### src/rtl/ppu_pkg.sv
// Shared PPU types: one pixel is a 2-bit colour index, a tile row is 8 of them.
package ppu_pkg;

  localparam int TILE_WIDTH = 8;

  typedef logic [1:0] pixel_t;
  typedef pixel_t [TILE_WIDTH-1:0] tile_row_t;

endpackage

### src/rtl/pixel_ring_buffer.sv
// DEPTH-entry pixel ring: writes a whole tile row at once, reads one pixel.
module pixel_ring_buffer
  import ppu_pkg::*;
#(
  parameter int DEPTH = 16
) (
  input  logic      clk_i,
  input  logic      rst_i,
  input  logic      clr_i,
  input  logic      wr_en_i,
  input  tile_row_t wr_row_i,
  input  logic      rd_en_i,
  output pixel_t    rd_pix_o
);

  localparam int PW = $clog2(DEPTH);

  pixel_t          mem_q [DEPTH];
  logic [PW-1:0]   wr_ptr_q;
  logic [PW-1:0]   rd_ptr_q;

  // Pointer update; both wrap naturally at DEPTH since DEPTH is a power of two.
  always_ff @(posedge clk_i) begin
    if (rst_i || clr_i) begin
      wr_ptr_q <= '0;
      rd_ptr_q <= '0;
    end else begin
      if (wr_en_i) wr_ptr_q <= wr_ptr_q + PW'(TILE_WIDTH);
      if (rd_en_i) rd_ptr_q <= rd_ptr_q + PW'(1);
    end
  end

  // Storage write; contents need no reset because count gates every read.
  always_ff @(posedge clk_i) begin
    if (wr_en_i) begin
      for (int i = 0; i < TILE_WIDTH; i++) begin
        mem_q[wr_ptr_q + PW'(i)] <= wr_row_i[i];
      end
    end
  end

  assign rd_pix_o = mem_q[rd_ptr_q];

endmodule

### src/rtl/bg_pixel_fifo.sv
// Background pixel FIFO: tile-row push from the fetcher, one pixel per T-cycle
// out to the mixer, fine-scroll discard armed by clear.
module bg_pixel_fifo
  import ppu_pkg::*;
#(
  parameter int DEPTH = 16
) (
  input  logic                       clk_in,
  input  logic                       rst_in,
  input  logic                       tclk_in,
  input  logic                       push_valid_in,
  input  tile_row_t                  pixels_in,
  output logic                       empty_out,
  output logic                       push_ready_out,
  output logic [$clog2(DEPTH+1)-1:0] count_out,
  input  logic                       pop_ena_in,
  input  logic                       clear_in,
  input  logic [2:0]                 discard_in,
  output logic                       pixel_valid_out,
  output pixel_t                     pixel_out
);

  localparam int CW  = $clog2(DEPTH+1);
  localparam int CWX = CW + 1;

  logic [CW-1:0]  count_q;
  logic [CWX-1:0] count_ext_d;
  logic [2:0]     discard_q;
  logic           vld_q;
  pixel_t         pix_q;
  pixel_t         rd_pix;
  logic           push;
  logic           pop;

  assign empty_out      = (count_q == '0);
  assign push_ready_out = (count_q <= CW'(DEPTH - TILE_WIDTH));
  assign count_out      = count_q;

  // Clear wins over any same-cycle traffic; pop uses the pre-update count so
  // a push into an empty FIFO cannot be popped in the same cycle.
  assign push = push_valid_in & tclk_in & push_ready_out & ~clear_in;
  assign pop  = tclk_in & pop_ena_in & ~empty_out & ~clear_in;

  pixel_ring_buffer #(.DEPTH(DEPTH)) u_ring (
    .clk_i    (clk_in),
    .rst_i    (rst_in),
    .clr_i    (clear_in),
    .wr_en_i  (push),
    .wr_row_i (pixels_in),
    .rd_en_i  (pop),
    .rd_pix_o (rd_pix)
  );

  // Next count, one bit wider so an overflow or underflow is visible.
  always_comb begin
    count_ext_d = {1'b0, count_q};
    if (push) count_ext_d = count_ext_d + CWX'(TILE_WIDTH);
    if (pop)  count_ext_d = count_ext_d - CWX'(1);
  end

  // Count, discard counter and registered pixel output.
  always_ff @(posedge clk_in) begin
    if (rst_in) begin
      count_q   <= '0;
      discard_q <= '0;
      vld_q     <= 1'b0;
      pix_q     <= '0;
    end else if (clear_in) begin
      count_q   <= '0;
      discard_q <= discard_in;
      vld_q     <= 1'b0;
    end else begin
      count_q <= count_ext_d[CW-1:0];
      vld_q   <= 1'b0;
      if (pop) begin
        if (discard_q != 3'd0) begin
          discard_q <= discard_q - 3'd1;
        end else begin
          vld_q <= 1'b1;
          pix_q <= rd_pix;
        end
      end
    end
  end

  // Occupancy sanity: the ready gate should make these impossible.
  always_ff @(posedge clk_in) begin
    if (!rst_in) begin
      assert (count_q <= CW'(DEPTH));
      assert (count_ext_d <= CWX'(DEPTH));
    end
  end

  assign pixel_valid_out = vld_q;
  assign pixel_out       = pix_q;

endmodule

### config.mk
export PLATFORM = sky130hd
export DESIGN_NAME = bg_pixel_fifo
export DESIGN_NICKNAME = d
export VERILOG_FILES = /design/src/rtl/ppu_pkg.sv /design/src/rtl/pixel_ring_buffer.sv /design/src/rtl/bg_pixel_fifo.sv
export SDC_FILE = /design/constraint.sdc
export NUM_CORES = 1
export LEC_CHECK = 0
export CORE_MARGIN = 2
export CORE_UTILIZATION = 40
export CTS_CLUSTER_DIAMETER = 50
export CTS_CLUSTER_SIZE = 28
export DETAILED_ROUTE_END_ITERATION = 16
export PLACE_DENSITY = 0.71
export RECOVER_POWER = 100
export SYNTH_ARGS = -nofsm -noshare
export SYNTH_HDL_FRONTEND = slang
export SYNTH_SLANG_ARGS = --single-unit
### constraint.sdc
create_clock -name clk_in -period 3.82 [get_ports clk_in]
set_input_delay 0.764 -clock clk_in [delete_from_list [all_inputs] [get_ports clk_in]]
set_output_delay 0.764 -clock clk_in [all_outputs]
set_load 0.01 [all_outputs]
== Word level (Yosys, flattened, before mapping) ==
Memories as Yosys holds them, arrays and structs flattened. A register that Yosys moved wholly into a read port is not among the register bits.
Index checks and enable logic that the tools add are counted.

* Register bits after elaboration: 17
* Bits in writable memories: 32
* Input bits: 25
* Output and inout bits: 10
* Logic and storage cells: 46
* Memories kept: 1

{| class="wikitable"
|+ Memory list
! name !! depth !! width !! rd ports !! clocked after memory_dff !! write ports !! line !! RTL
|-
| u_ring.mem_q || 16 || 2 || 1 || 1 || 8 || pixel_ring_buffer.sv:18 || <nowiki>pixel_t mem_q [DEPTH];</nowiki>
|}

* Add/subtract/negate cells: 12
* Order comparisons: 1
* Muxes and demuxes: 8
* Bitwise gates (word level): 10
* Reduce and logical (&&, ||, !) cells: 9

{| class="wikitable"
|+ Operators by type and width
! cell !! number
|-
| $add A4 B3 Y4 const B || 4
|-
| $mux W5 || 2
|-
| $mux W3 || 3
|-
| $add A4 B1 Y4 const B || 2
|-
| $add A4 B2 Y4 const B || 2
|-
| $and A1 B1 Y1 || 6
|-
| $add A5 B4 Y5 const B || 1
|-
| $le A5 B4 Y1 const B || 1
|-
| $logic_not A5 Y1 || 1
|-
| $sub A5 B1 Y5 const B || 1
|-
| $add A4 B4 Y4 const B || 1
|-
| $not A1 Y1 || 4
|-
| $reduce_bool A2 Y1 || 2
|-
| $mux W1 || 3
|-
| $reduce_and A3 Y1 || 1
|-
| $reduce_bool A3 Y1 || 1
|-
| $reduce_or A3 Y1 || 1
|-
| $sub A3 B1 Y3 const B || 1
|-
| $reduce_and A2 Y1 || 1
|-
| $reduce_or A2 Y1 || 1
|-
| $logic_or A1 B1 Y1 || 1
|}

== Depth between registers and ports, before layout ==
* Depth after elaboration: 6
* Gate-level depth with buffers: 8
* Gate-level depth less buffers: 7

== Modules after synthesis ==
A second synthesis with hierarchy kept.

* Cell total of the unflattened synthesis: 154
* Area, all modules: 2234.6 µm²

{| class="wikitable"
|+ Modules (own cells, without submodules)
! module !! times used !! cells an instance !! area each (µm²) !! seq. area each (µm²)
|-
| pixel_ring_buffer || 1 || 78 || 1520.2 || 1141.1
|-
| bg_pixel_fifo || 1 || 76 || 714.4 || 220.2
|}

== Worst setup path after synthesis ==
Ideal clock, no wire load.

* Path type: in2reg
* Start: in clear_in
* End: mem u_ring.mem_q[0][0] (netlist bit), enable pin
* Library setup time: 0.388 ns
* Arrival: 1.983 ns
* Required time: 3.432 ns
* Setup slack: 1.449 ns
* Stages: 4
* Path buffers: 1
* Cells stage by stage: buf_6 and3b_1 o21ai_0 nor2_1

{| class="wikitable"
|+ RTL lines
! element !! line !! RTL
|-
| start: declaration || bg_pixel_fifo.sv:17 || <nowiki>input logic clear_in,</nowiki>
|-
| end: declaration || pixel_ring_buffer.sv:18 ||
|}

== Worst setup path after layout ==
* Start: reg count_q[0], in the netlist count_out[0]
* End: out empty_out

* Word-level cells in the longest chain between the ends: 1

{| class="wikitable"
|+ RTL lines
! element !! line !! RTL
|-
| start: declaration || bg_pixel_fifo.sv:26 || <nowiki>logic [CW-1:0] count_q;</nowiki>
|-
| start signal: assignment || bg_pixel_fifo.sv:73 || <nowiki>count_q <= count_ext_d[CW-1:0];</nowiki>
|-
| $logic_not A5 Y1 || bg_pixel_fifo.sv:35 || <nowiki>assign empty_out = (count_q == '0);</nowiki>
|-
| end: declaration || bg_pixel_fifo.sv:13 || <nowiki>output logic empty_out,</nowiki>
|}

Every way passes these cells.

==> impl_metrics.py <==
metrics = {
    "pwr": {
        "finalPower_mw": 0.9072,
        "vdd_drop_max_mv": 0.2161,
        "clockPowerShare_pct": 30.9,
        "sw_frac_of_total_pct": 20.77,
        "seqPwrFrac_pct": 62.3,
        "p_leak_nw": 0.8719,
        "powerDensity_nw_per_um2": 345.6,
        "power_frac_comb_pct": 6.8,
        "netSwitchingPower_mw": 0.1885,
        "power.internal_mw": 0.7188,
    },
    "cells_and_area": {
        "nets": 235,
        "nFillCells": 475,
        "fin_area_um2": 2625,
        "layout-drive-gt1-share_pct": 8.333,
        "antenna_cells": 0,
        "area_growth_pct": 19.41,
        "multi_input_area_um2": 784.5,
        "layout_common_cells": "32 x edfxtp_1, 27 x dlygate4sd3_1, 16 x mux2i_1, 16 x dfxtp_1, 13 x nor2_1",
        "register_area_um2": 1281,
        "stdcell_count": 274,
        "final_common_cell": "edfxtp_1",
    },
    "sta": {
        "finalHoldViolCount": 0,
        "rsz0062_at_grt": "false",
        "finalSetupViolCount": 0,
        "worst_slew_pin_slew_ps": 923.7,
        "fin_tns_setup_ps": 0,
        "final_max_slew_viol_count": 0,
        "fin_crit_ps": 3103,
        "fmaxAchievable_ghz": 0.3222,
        "period_share_pct": 81.24,
        "fin_skew_ps": 6.247,
        "relSlewSlack_pct": 38.34,
    },
    "clocking": {
        "clock_latency_ps": 300,
        "h-tree-depth": 2,
        "cts_buffers": 5,
        "cts_root_buffer": "clkbuf_8",
        "cts_tree": "done",
        "clk_pin_slew_worst_paths_ps": 80,
        "post-cts-setup-buffers": 0,
        "ctsHoldBuffers": 0,
        "cts_buffer_depth": 2,
        "numClockSinks": 48,
        "ctsResizeCount": 0,
    },
    "logic_synthesis": {
        "avgSynthCellArea_um2": 13.09,
        "async_flop_share_pct": 0,
        "synth_edf_count": 32,
        "netlist_instances": 168,
        "seq_area_frac_synth_pct": 58.28,
        "synth_seq_cells": 48,
        "synth_cell_types": 48,
        "synth-main-ff-cell": "edfxtp_1",
        "synth_area_um2": 2198,
        "syn_nets": 199,
        "yosysWarningCount": 0,
    },
    "detailed_routing": {
        "drt-pass1-iter-count": 4,
        "avgRoutedWirePerCell_um": 13.46,
        "drtIter0Drc": 43,
        "drc_errors": 0,
        "vias_per_cell": 5.036,
        "drtAntennaViolNets": 0,
        "vias": 1380,
        "finalWirelength_um": 3688,
    },
    "critical_path": {
        "crit_type": "register to output pin",
        "end_kind": "output pin",
        "critPathMaxFanout": 7,
        "critPathLaunchType": "register",
        "critPathRequiredTime_ps": 3060,
        "cp_data_arrival_time_ps": 2340,
    },
    "global_route": {
        "grt_pass1_wl_um": 6417,
        "grt_max_degree": 18,
        "antenna_found_initial": 0,
        "gr-usage-all-layers_pct": 13.53,
        "grt_pass1_vias": 1363,
        "gr-total-overflow": 0,
    },
    "placed_design": {
        "io_buffers": 34,
        "gp_congestion": 0.8285,
        "hpwl_um": 2752,
        "placed_area_um2": 2585,
        "dp.cells": 267,
    },
    "floorplanning": {
        "die_h_um": 78.14,
        "floorplan.initialDensity_pct": 42.24,
        "rows": 26,
        "ioPinCount": 35,
        "core_area_um2": 5205,
        "die-width_um": 78.14,
        "die_area_um2": 6105,
    },
    "min_path": {
        "hold_class": "register to register",
    },
    "job": {
        "cap_viol_max_count": 0,
    },
    "outcome": {
        "status": "completed",
    },
}
through the flow:
step           setup slack (ps)  utilization (%)  hold WS, ps
4_1_cts                   795.8            51.23        530.8
3_5_place_dp              967.8            49.66        509.0
6_report                  716.6            50.43        525.6
2_1_floorplan              1449                -        504.9
3_3_place_gp               1034            49.66        504.1
5_1_grt                   597.5            50.43        571.5
metal layers:
| metal | part of all wire (%) | vias up | global-route usage [%] |
|---|---|---|---|
| met5 | 0 | - | 0 |
| met1 | 47 | 652 | 17.67 |
| met2 | 47 | 29 | 21.55 |
| li1 | - | 693 | - |
| met3 | 4.1 | 6 | 3.908 |
| met4 | 1.7 | 0 | 4.737 |
worst paths after layout:
| kind | start | end | slack (ps) | cells past startpoint |
|---|---|---|---|---|
| hold / removal | pixel_out[0]$_SDFFE_PP0P_ | pixel_out[0]$_SDFFE_PP0P_ | 530 | 2 |
| setup / recovery | count_out[0]$_SDFFE_PP0P_ | empty_out | 720 | 5 |
| setup reg to reg | count_out[0]$_SDFFE_PP0P_ | u_ring.mem_q[4][1]$_DFFE_PP_ | 1450 | 6 |
| hold reg to reg | pixel_out[0]$_SDFFE_PP0P_ | pixel_out[0]$_SDFFE_PP0P_ | 530 | 2 |
registers in the layout, indices dropped and copies added, names as in the netlist:
register,flops
u_ring.mem_q,32
count_out,5
u_ring.rd_ptr_q,4
discard_q,3
pixel_out,2
pixel_valid_out,1
u_ring.wr_ptr_q,1
power by group through the flow:
stage	logic (mW)	registers, mW	clock network [mW]
2_1_floorplan	0.0357	0.577	0
3_3_place_gp	0.0683	0.577	0
3_5_place_dp	0.0691	0.577	0
4_1_cts	0.0697	0.565	0.292
5_1_grt	0.0686	0.566	0.317
6_report	0.0614	0.565	0.281
Yosys cell counts (2+ instances only):
library cell | number | share of area [%]
a211oi_1 | 2 | 0.68
a21o_1 | 2 | 0.68
a21oi_1 | 4 | 0.91
a22oi_1 | 4 | 1.4
and3b_1 | 2 | 0.80
buf_4 | 2 | 0.68
buf_6 | 2 | 1.0
dfxtp_1 | 16 | 15
edfxtp_1 | 32 | 44
ha_1 | 6 | 3.4
inv_1 | 9 | 1.5
mux2i_1 | 16 | 7.3
mux4_2 | 2 | 2.0
nand2_1 | 5 | 0.85
nand3_1 | 5 | 1.1
nor2_1 | 12 | 2.0
nor2_2 | 2 | 0.57
nor2b_1 | 4 | 1.1
nor3_2 | 2 | 0.91
o211ai_1 | 2 | 0.68
o21a_1 | 2 | 0.68
o21ai_0 | 3 | 0.68
or2_2 | 2 | 0.57
xnor2_1 | 4 | 1.6
xor2_1 | 3 | 1.2
worst max-delay path, stage by stage (launching register included):
cell	delay [ps]
dfxtp_1	330
inv_1	110
ha_1	180
or4b_1	590
clkinvlp_2	210
dlygate4sd3_1	620
final cells by class:
class / instances / area share, %
clock buffer: 5 / 2.622
clock inverter: 2 / 0.4766
inverter: 10 / 1.478
multi-input combinational: 102 / 29.89
sequential: 48 / 48.81
tap: 70 / 3.337
timing repair buffer: 37 / 13.39
cells by family (layout without fill, tap and decap cells):
| family | Yosys count | after routing | synth area share, % |
|---|---|---|---|
| XOR/XNOR | 7 | 7 | 2.789 |
| flip-flops | 48 | 48 | 58.28 |
| AO/OA/AOI/OAI | 26 | 26 | 8.821 |
| AND/OR/NAND/NOR | 45 | 45 | 12.52 |
| buffers and inverters | 18 | 54 | 4.837 |
| multiplexers | 18 | 18 | 9.334 |
| adder cells (fa/ha/maj) | 6 | 6 | 3.415 |
No activity file was read; power rests on OpenSTA's default activity.
